`config.mk`:
```
export PLATFORM = sky130hd
export DESIGN_NAME = mem_port_arbiter
export DESIGN_NICKNAME = d
export VERILOG_FILES = /design/src/rtl/mem_port_arbiter.sv
export SDC_FILE = /design/constraint.sdc
export NUM_CORES = 1
export LEC_CHECK = 0
export ABC_AREA = 1
export CAP_MARGIN = 10
export CORE_MARGIN = 5
export CORE_UTILIZATION = 42
export CTS_CLUSTER_DIAMETER = 200
export DETAILED_ROUTE_END_ITERATION = 12
export GPL_ROUTABILITY_DRIVEN = 0
export PLACE_DENSITY = 0.8
export SETUP_SLACK_MARGIN = 0.4
export SLEW_MARGIN = 20
export SYNTH_ARGS = -nofsm -noshare
export SYNTH_HDL_FRONTEND = slang
export SYNTH_SLANG_ARGS = --single-unit
```
`constraint.sdc`:
```
create_clock -name clk -period 1.9 [get_ports clk]
set_input_delay 0.38 -clock clk [delete_from_list [all_inputs] [get_ports clk]]
set_output_delay 0.38 -clock clk [all_outputs]
set_load 0.02 [all_outputs]
```
`src/rtl/mem_port_arbiter.sv`:
```
// mem_port_arbiter: shares one single-ported memory between instruction fetch
// and data (load/store). Only one transaction is outstanding at a time. Data
// has priority; a streak counter forces a fetch grant after MAX_STREAK
// consecutive data grants that were made while fetch was waiting.
//
// state  | meaning
// IDLE   | no transaction outstanding, next request may be issued
// WAIT   | one transaction issued, waiting for mem_rvalid_i
module mem_port_arbiter #(
  parameter int AWIDTH     = 32,
  parameter int DWIDTH     = 32,
  parameter int MAX_STREAK = 4
) (
  input  logic                clk,
  input  logic                reset_n,
  input  logic                if_req_i,
  input  logic [AWIDTH-1:0]   if_addr_i,
  input  logic                if_flush_i,
  output logic                if_gnt_o,
  output logic                if_rvalid_o,
  output logic [DWIDTH-1:0]   if_rdata_o,
  input  logic                d_req_i,
  input  logic                d_we_i,
  input  logic [AWIDTH-1:0]   d_addr_i,
  input  logic [DWIDTH-1:0]   d_wdata_i,
  input  logic [DWIDTH/8-1:0] d_be_i,
  output logic                d_gnt_o,
  output logic                d_rvalid_o,
  output logic [DWIDTH-1:0]   d_rdata_o,
  output logic                mem_req_o,
  output logic                mem_we_o,
  output logic [AWIDTH-1:0]   mem_addr_o,
  output logic [DWIDTH-1:0]   mem_wdata_o,
  output logic [DWIDTH/8-1:0] mem_be_o,
  input  logic                mem_rvalid_i,
  input  logic [DWIDTH-1:0]   mem_rdata_i,
  output logic                err_o
);

  localparam int BWIDTH = DWIDTH / 8;
  localparam int SWIDTH = $clog2(MAX_STREAK + 1);

  localparam logic [0:0] ST_IDLE = 1'b0;
  localparam logic [0:0] ST_WAIT = 1'b1;

  localparam logic [1:0] OWN_NONE  = 2'd0;
  localparam logic [1:0] OWN_FETCH = 2'd1;
  localparam logic [1:0] OWN_DATA  = 2'd2;

  localparam logic [SWIDTH-1:0] STREAK_MAX = SWIDTH'(MAX_STREAK);

  logic [0:0]        state;
  logic [1:0]        owner;
  logic [SWIDTH-1:0] streak;
  logic              drop;
  logic              pick_data;
  logic              pick_fetch;
  logic              issue;
  logic              resp;

  // Arbitration: data wins unless fetch has been starved for MAX_STREAK grants.
  always_comb begin
    pick_data  = d_req_i && !(if_req_i && (streak == STREAK_MAX));
    pick_fetch = if_req_i && !pick_data;
    issue      = (state == ST_IDLE) && (pick_data || pick_fetch);
    resp       = (state == ST_WAIT) && mem_rvalid_i;
  end

  // Control state: FSM, owner, streak counter, flush drop flag and sticky error.
  always_ff @(posedge clk or negedge reset_n) begin
    if (!reset_n) begin
      state  <= ST_IDLE;
      owner  <= OWN_NONE;
      streak <= '0;
      drop   <= 1'b0;
      err_o  <= 1'b0;
    end else begin
      case (state)
        ST_IDLE: begin
          drop <= 1'b0;
          // A response with nothing outstanding is a protocol violation.
          if (mem_rvalid_i) err_o <= 1'b1;
          if (pick_data) begin
            state <= ST_WAIT;
            owner <= OWN_DATA;
            if (if_req_i) begin
              if (streak != STREAK_MAX) streak <= streak + 1'b1;
            end else begin
              streak <= '0;
            end
          end else if (pick_fetch) begin
            state  <= ST_WAIT;
            owner  <= OWN_FETCH;
            streak <= '0;
          end
        end
        ST_WAIT: begin
          if (if_flush_i && (owner == OWN_FETCH)) drop <= 1'b1;
          if (mem_rvalid_i) begin
            state <= ST_IDLE;
            owner <= OWN_NONE;
            drop  <= 1'b0;
          end
        end
        default: begin
          state <= ST_IDLE;
          owner <= OWN_NONE;
        end
      endcase
    end
  end

  // Issue path: grant pulse, memory request pulse and held payload.
  always_ff @(posedge clk or negedge reset_n) begin
    if (!reset_n) begin
      if_gnt_o    <= 1'b0;
      d_gnt_o     <= 1'b0;
      mem_req_o   <= 1'b0;
      mem_we_o    <= 1'b0;
      mem_addr_o  <= '0;
      mem_wdata_o <= '0;
      mem_be_o    <= '0;
    end else begin
      if_gnt_o  <= 1'b0;
      d_gnt_o   <= 1'b0;
      mem_req_o <= 1'b0;
      if (issue) begin
        mem_req_o <= 1'b1;
        if (pick_data) begin
          d_gnt_o     <= 1'b1;
          mem_we_o    <= d_we_i;
          mem_addr_o  <= d_addr_i;
          mem_wdata_o <= d_wdata_i;
          mem_be_o    <= d_be_i;
        end else begin
          if_gnt_o    <= 1'b1;
          mem_we_o    <= 1'b0;
          mem_addr_o  <= if_addr_i;
          mem_wdata_o <= '0;
          mem_be_o    <= {BWIDTH{1'b1}};
        end
      end
    end
  end

  // Response path: route the memory response to its owner, unless flushed.
  always_ff @(posedge clk or negedge reset_n) begin
    if (!reset_n) begin
      if_rvalid_o <= 1'b0;
      if_rdata_o  <= '0;
      d_rvalid_o  <= 1'b0;
      d_rdata_o   <= '0;
    end else begin
      if_rvalid_o <= 1'b0;
      d_rvalid_o  <= 1'b0;
      if (resp) begin
        if ((owner == OWN_FETCH) && !drop && !if_flush_i) begin
          if_rvalid_o <= 1'b1;
          if_rdata_o  <= mem_rdata_i;
        end else if (owner == OWN_DATA) begin
          d_rvalid_o <= 1'b1;
          // mem_we_o still holds the outstanding transaction's direction.
          d_rdata_o  <= mem_we_o ? '0 : mem_rdata_i;
        end
      end
    end
  end

endmodule
```
==> impl_metrics.yaml <==
outcome:
  status: "complete, no violations"
yosys:
  yosys.area_share.xor_xnor_pct: 0
  yosysWarnings: 0
  synth_compound_area_share_pct: 5.82
  yosys.area.top_type: "dfrtp_1"
  syn_avg_cell_area_sq_um: 8.25
  synth_cells: 768
  synth_top_family_by_area: "simple AND/OR/NAND/NOR gates"
  yosys_register_bits: 146
  ys_seq_area_share_pct: 57.6
  synth.area.top_cells: "dfrtp_1 58%, nand2_1 20%, nand3_1 5.3%, inv_1 4.6%, o21ai_1 4.3%"
  netlist_area_sq_mm: 0.00634
  yosys.area_share.simple_pct: 27.0
  mappedNetlistNets: 909
  synth.distinct_cells: 22
  synth_mux_area_share_pct: 0
  synth_top_area_share_pct: 57.6
  synth_fa_ha_area_share_pct: 0.395
clock_network:
  htreeDepth: 4
  cts_tree: "built"
  path_clk_slew_ps: 50
  cts_buffers: 17
  clk_latency_ps: 400
  clk_path_buf_depth: 2
  ctsRootBufferMaster: "clkbuf_16"
  cts.sinks: 146
detailed_routing:
  routedWlPerCell_microns: 15.1
  vias: 5992
  ant_nets: 0
  drtIter0Drc: 331
  drc_errors: 0
  drt-total-wl_mm: 18.9
  first_pass_iters: 5
  vias_per_cell: 4.80
worst_setup_path:
  worst-path-buf-inv: 1
  cp.depth: 1
  worst_r2r_endpoint: "streak[2]"
  startpoint: "mem_wdata_o[18]"
  cp.arrival_ps: 1090
  reg2reg_slack_ps: 430
  cp-endpoint: "mem_wdata_o[18]"
  crit_path_start_kind: "flip-flop"
  critPathRequiredTime_ps: 1520
  critPathCaptureType: "primary output"
  path_cells: "clkdlybuf4s15_1"
  r2r_cells: 8
  cp_max_fo: 2
  critPathSlowestCell: "dfrtp_1"
  reg2reg_from: "streak[0]"
  crit_family: "flip-flops"
  cp_slowest_stage_delay_ps: 380
  worstSetupPathType: "flip-flop to primary output"
layout:
  antenna_cells: 0
  nNetsFinal: 1188
  syn_to_final_growth_pct: 54.6
  drive_gt1_share_pct: 12.0
  finish.utilization_pct: 65.4
sta:
  tightest_slew_ps: 441
  grt_setup_unrepaired: "true"
  period_share_pct: 77.6
  clock.fmax_ghz: 0.678
  drv_slew: 0
  fin_skew_ps: 8.57
  fin_crit_ps: 1470
  relSlewSlack_pct: 70.6
  tns_ps: 0
  hold_violations: 0
  setup_viol: 0
pwr:
  peakVddDrop_v: 0.000648
  leakage_nw: 5.08
  power-per-cell-area_mw_per_mm2: 1380
  finalPower_mw: 13.6
run:
  drv_cap: 0
grt:
  grt_pass1_wl_mm: 30.5
  antenna_found_initial: 0
  grt_pass1_vias: 5904
  use_met3_pct: 7.91
  grt-busiest-layer: "met2"
  met1_usage_pct: 26.2
  grt_util_met2_pct: 35.1
  grt_usage_pct: 21.4
  grt.overflow.total: 0
  grt_start_max_net_pins: 66
place:
  place_hpwl_mm: 14.2
  io_buffers: 277
floorplan:
  num_rows: 45
  pin_count: 278
  initial_core_util_pct: 42.3
  design.die.area_sq_mm: 0.0176
  fp.coreArea_sq_mm: 0.0150
  die_h_microns: 133
  chipWidth_microns: 133
hold_path:
  min-delay-path-class: "flip-flop to flip-flop"
worst min path at each step:
stage / from / to / slack (ps) / cells after the start
floorplan: reset_n / d_gnt_o / 80 / 0
global placement: reset_n / if_rdata_o[6] / 340 / 1
detailed placement: reset_n / if_rdata_o[6] / 330 / 1
CTS: err_o / err_o / 460 / 1
global route: err_o / err_o / 480 / 1
finish: err_o / err_o / 460 / 1
cells in the mapped netlist:
| master | n |
|---|---|
| a21o_1 | 1 |
| buf_2 | 15 |
| buf_4 | 7 |
| buf_6 | 9 |
| clkbuf_1 | 10 |
| clkbuf_2 | 3 |
| dfrtp_1 | 146 |
| ha_1 | 2 |
| inv_1 | 77 |
| inv_2 | 2 |
| nand2_1 | 343 |
| nand2_2 | 2 |
| nand3_1 | 67 |
| nand3_2 | 3 |
| nand4_1 | 1 |
| nor2_1 | 5 |
| nor2_4 | 1 |
| nor3_1 | 1 |
| o21ai_0 | 16 |
| o21ai_1 | 55 |
| o22ai_1 | 1 |
| or2_2 | 1 |
cells in the final DEF (no fill, tap or decap), types with 2 or more instances in the layout:
| master | n |
|---|---|
| nand2_1 | 343 |
| dfrtp_1 | 146 |
| clkdlybuf4s50_1 | 136 |
| inv_1 | 77 |
| clkdlybuf4s15_1 | 74 |
| nand3_1 | 67 |
| o21ai_1 | 57 |
| clkbuf_2 | 48 |
| clkbuf_16 | 17 |
| buf_4 | 15 |
| o21ai_0 | 14 |
| clkdlybuf4s15_2 | 14 |
| buf_12 | 7 |
| nor2_1 | 5 |
| clkbuf_8 | 4 |
| bufinv_16 | 4 |
| nand3_2 | 3 |
| clkbuf_1 | 3 |
| buf_6 | 3 |
| dlygate4sd2_1 | 3 |
| inv_2 | 2 |
| ha_1 | 2 |
| clkinv_2 | 2 |
| buf_8 | 2 |
routing by layer:
layer / share of wire [%] / vias to the layer above / wire, microns
met3: 9.3 / 27 / 1760
li1: - / 2915 / -
met4: 2.2 / 0 / 423
met2: 48 / 241 / 9070
met1: 40 / 2809 / 7630
met5: 0 / - / 0
timing repair:
item,CTS,global route
hold buffers,1,0
gates resized for setup,269,78
setup buffers,0,1
hold endpoints to repair,41,0
setup endpoints to repair,143,135
cloned,0,0
pin swaps,0,0
kinds of logic (layout without fill, tap and decap cells):
logic type | after synthesis | count (layout)
and+or+nand+nor | 424 | 424
DFF | 146 | 146
buffers and inverters | 123 | 415
AOI/OAI and AO/OA | 73 | 73
adders and majority gates | 2 | 2
registers in the layout, summed over array words and instances (netlist names), 2 cells and up:
| name | cells |
|---|---|
| if_rdata_o | 32 |
| mem_wdata_o | 32 |
| streak | 3 |
| mem_be_o | 4 |
| mem_addr_o | 32 |
| owner | 2 |
| d_rdata_o | 32 |
area by class of cell:
class / instances / area [sq um]
Timing Repair Buffer: 304 / 2870
Sequential cell: 146 / 3650
Fill cell: 1250 / 5170
Clock inverter: 8 / 148
Multi-Input combinational cell: 499 / 2110
Tap cell: 188 / 235
Clock buffer: 24 / 492
Inverter: 79 / 297
report_power, final:
group / total [mW] / switching, mW / internal (mW)
clock network: 3.56 / 1.22 / 2.34
registers: 4.86 / 0.652 / 4.21
logic: 5.14 / 3.10 / 2.03
per-stage QoR:
stage                     setup WS, ps  std cells  instance area, sq um  hold slack (ps)
after floorplan                    559        768                  6340             84.4
after global placement             142       1214                  9340              340
after detailed placement          72.2       1214                  9340              334
after CTS                          326       1247                  9980              460
after global routing               355       1248                  9800              482
final                              426       1248                  9800              458
Power figures use the tool's default switching activity.
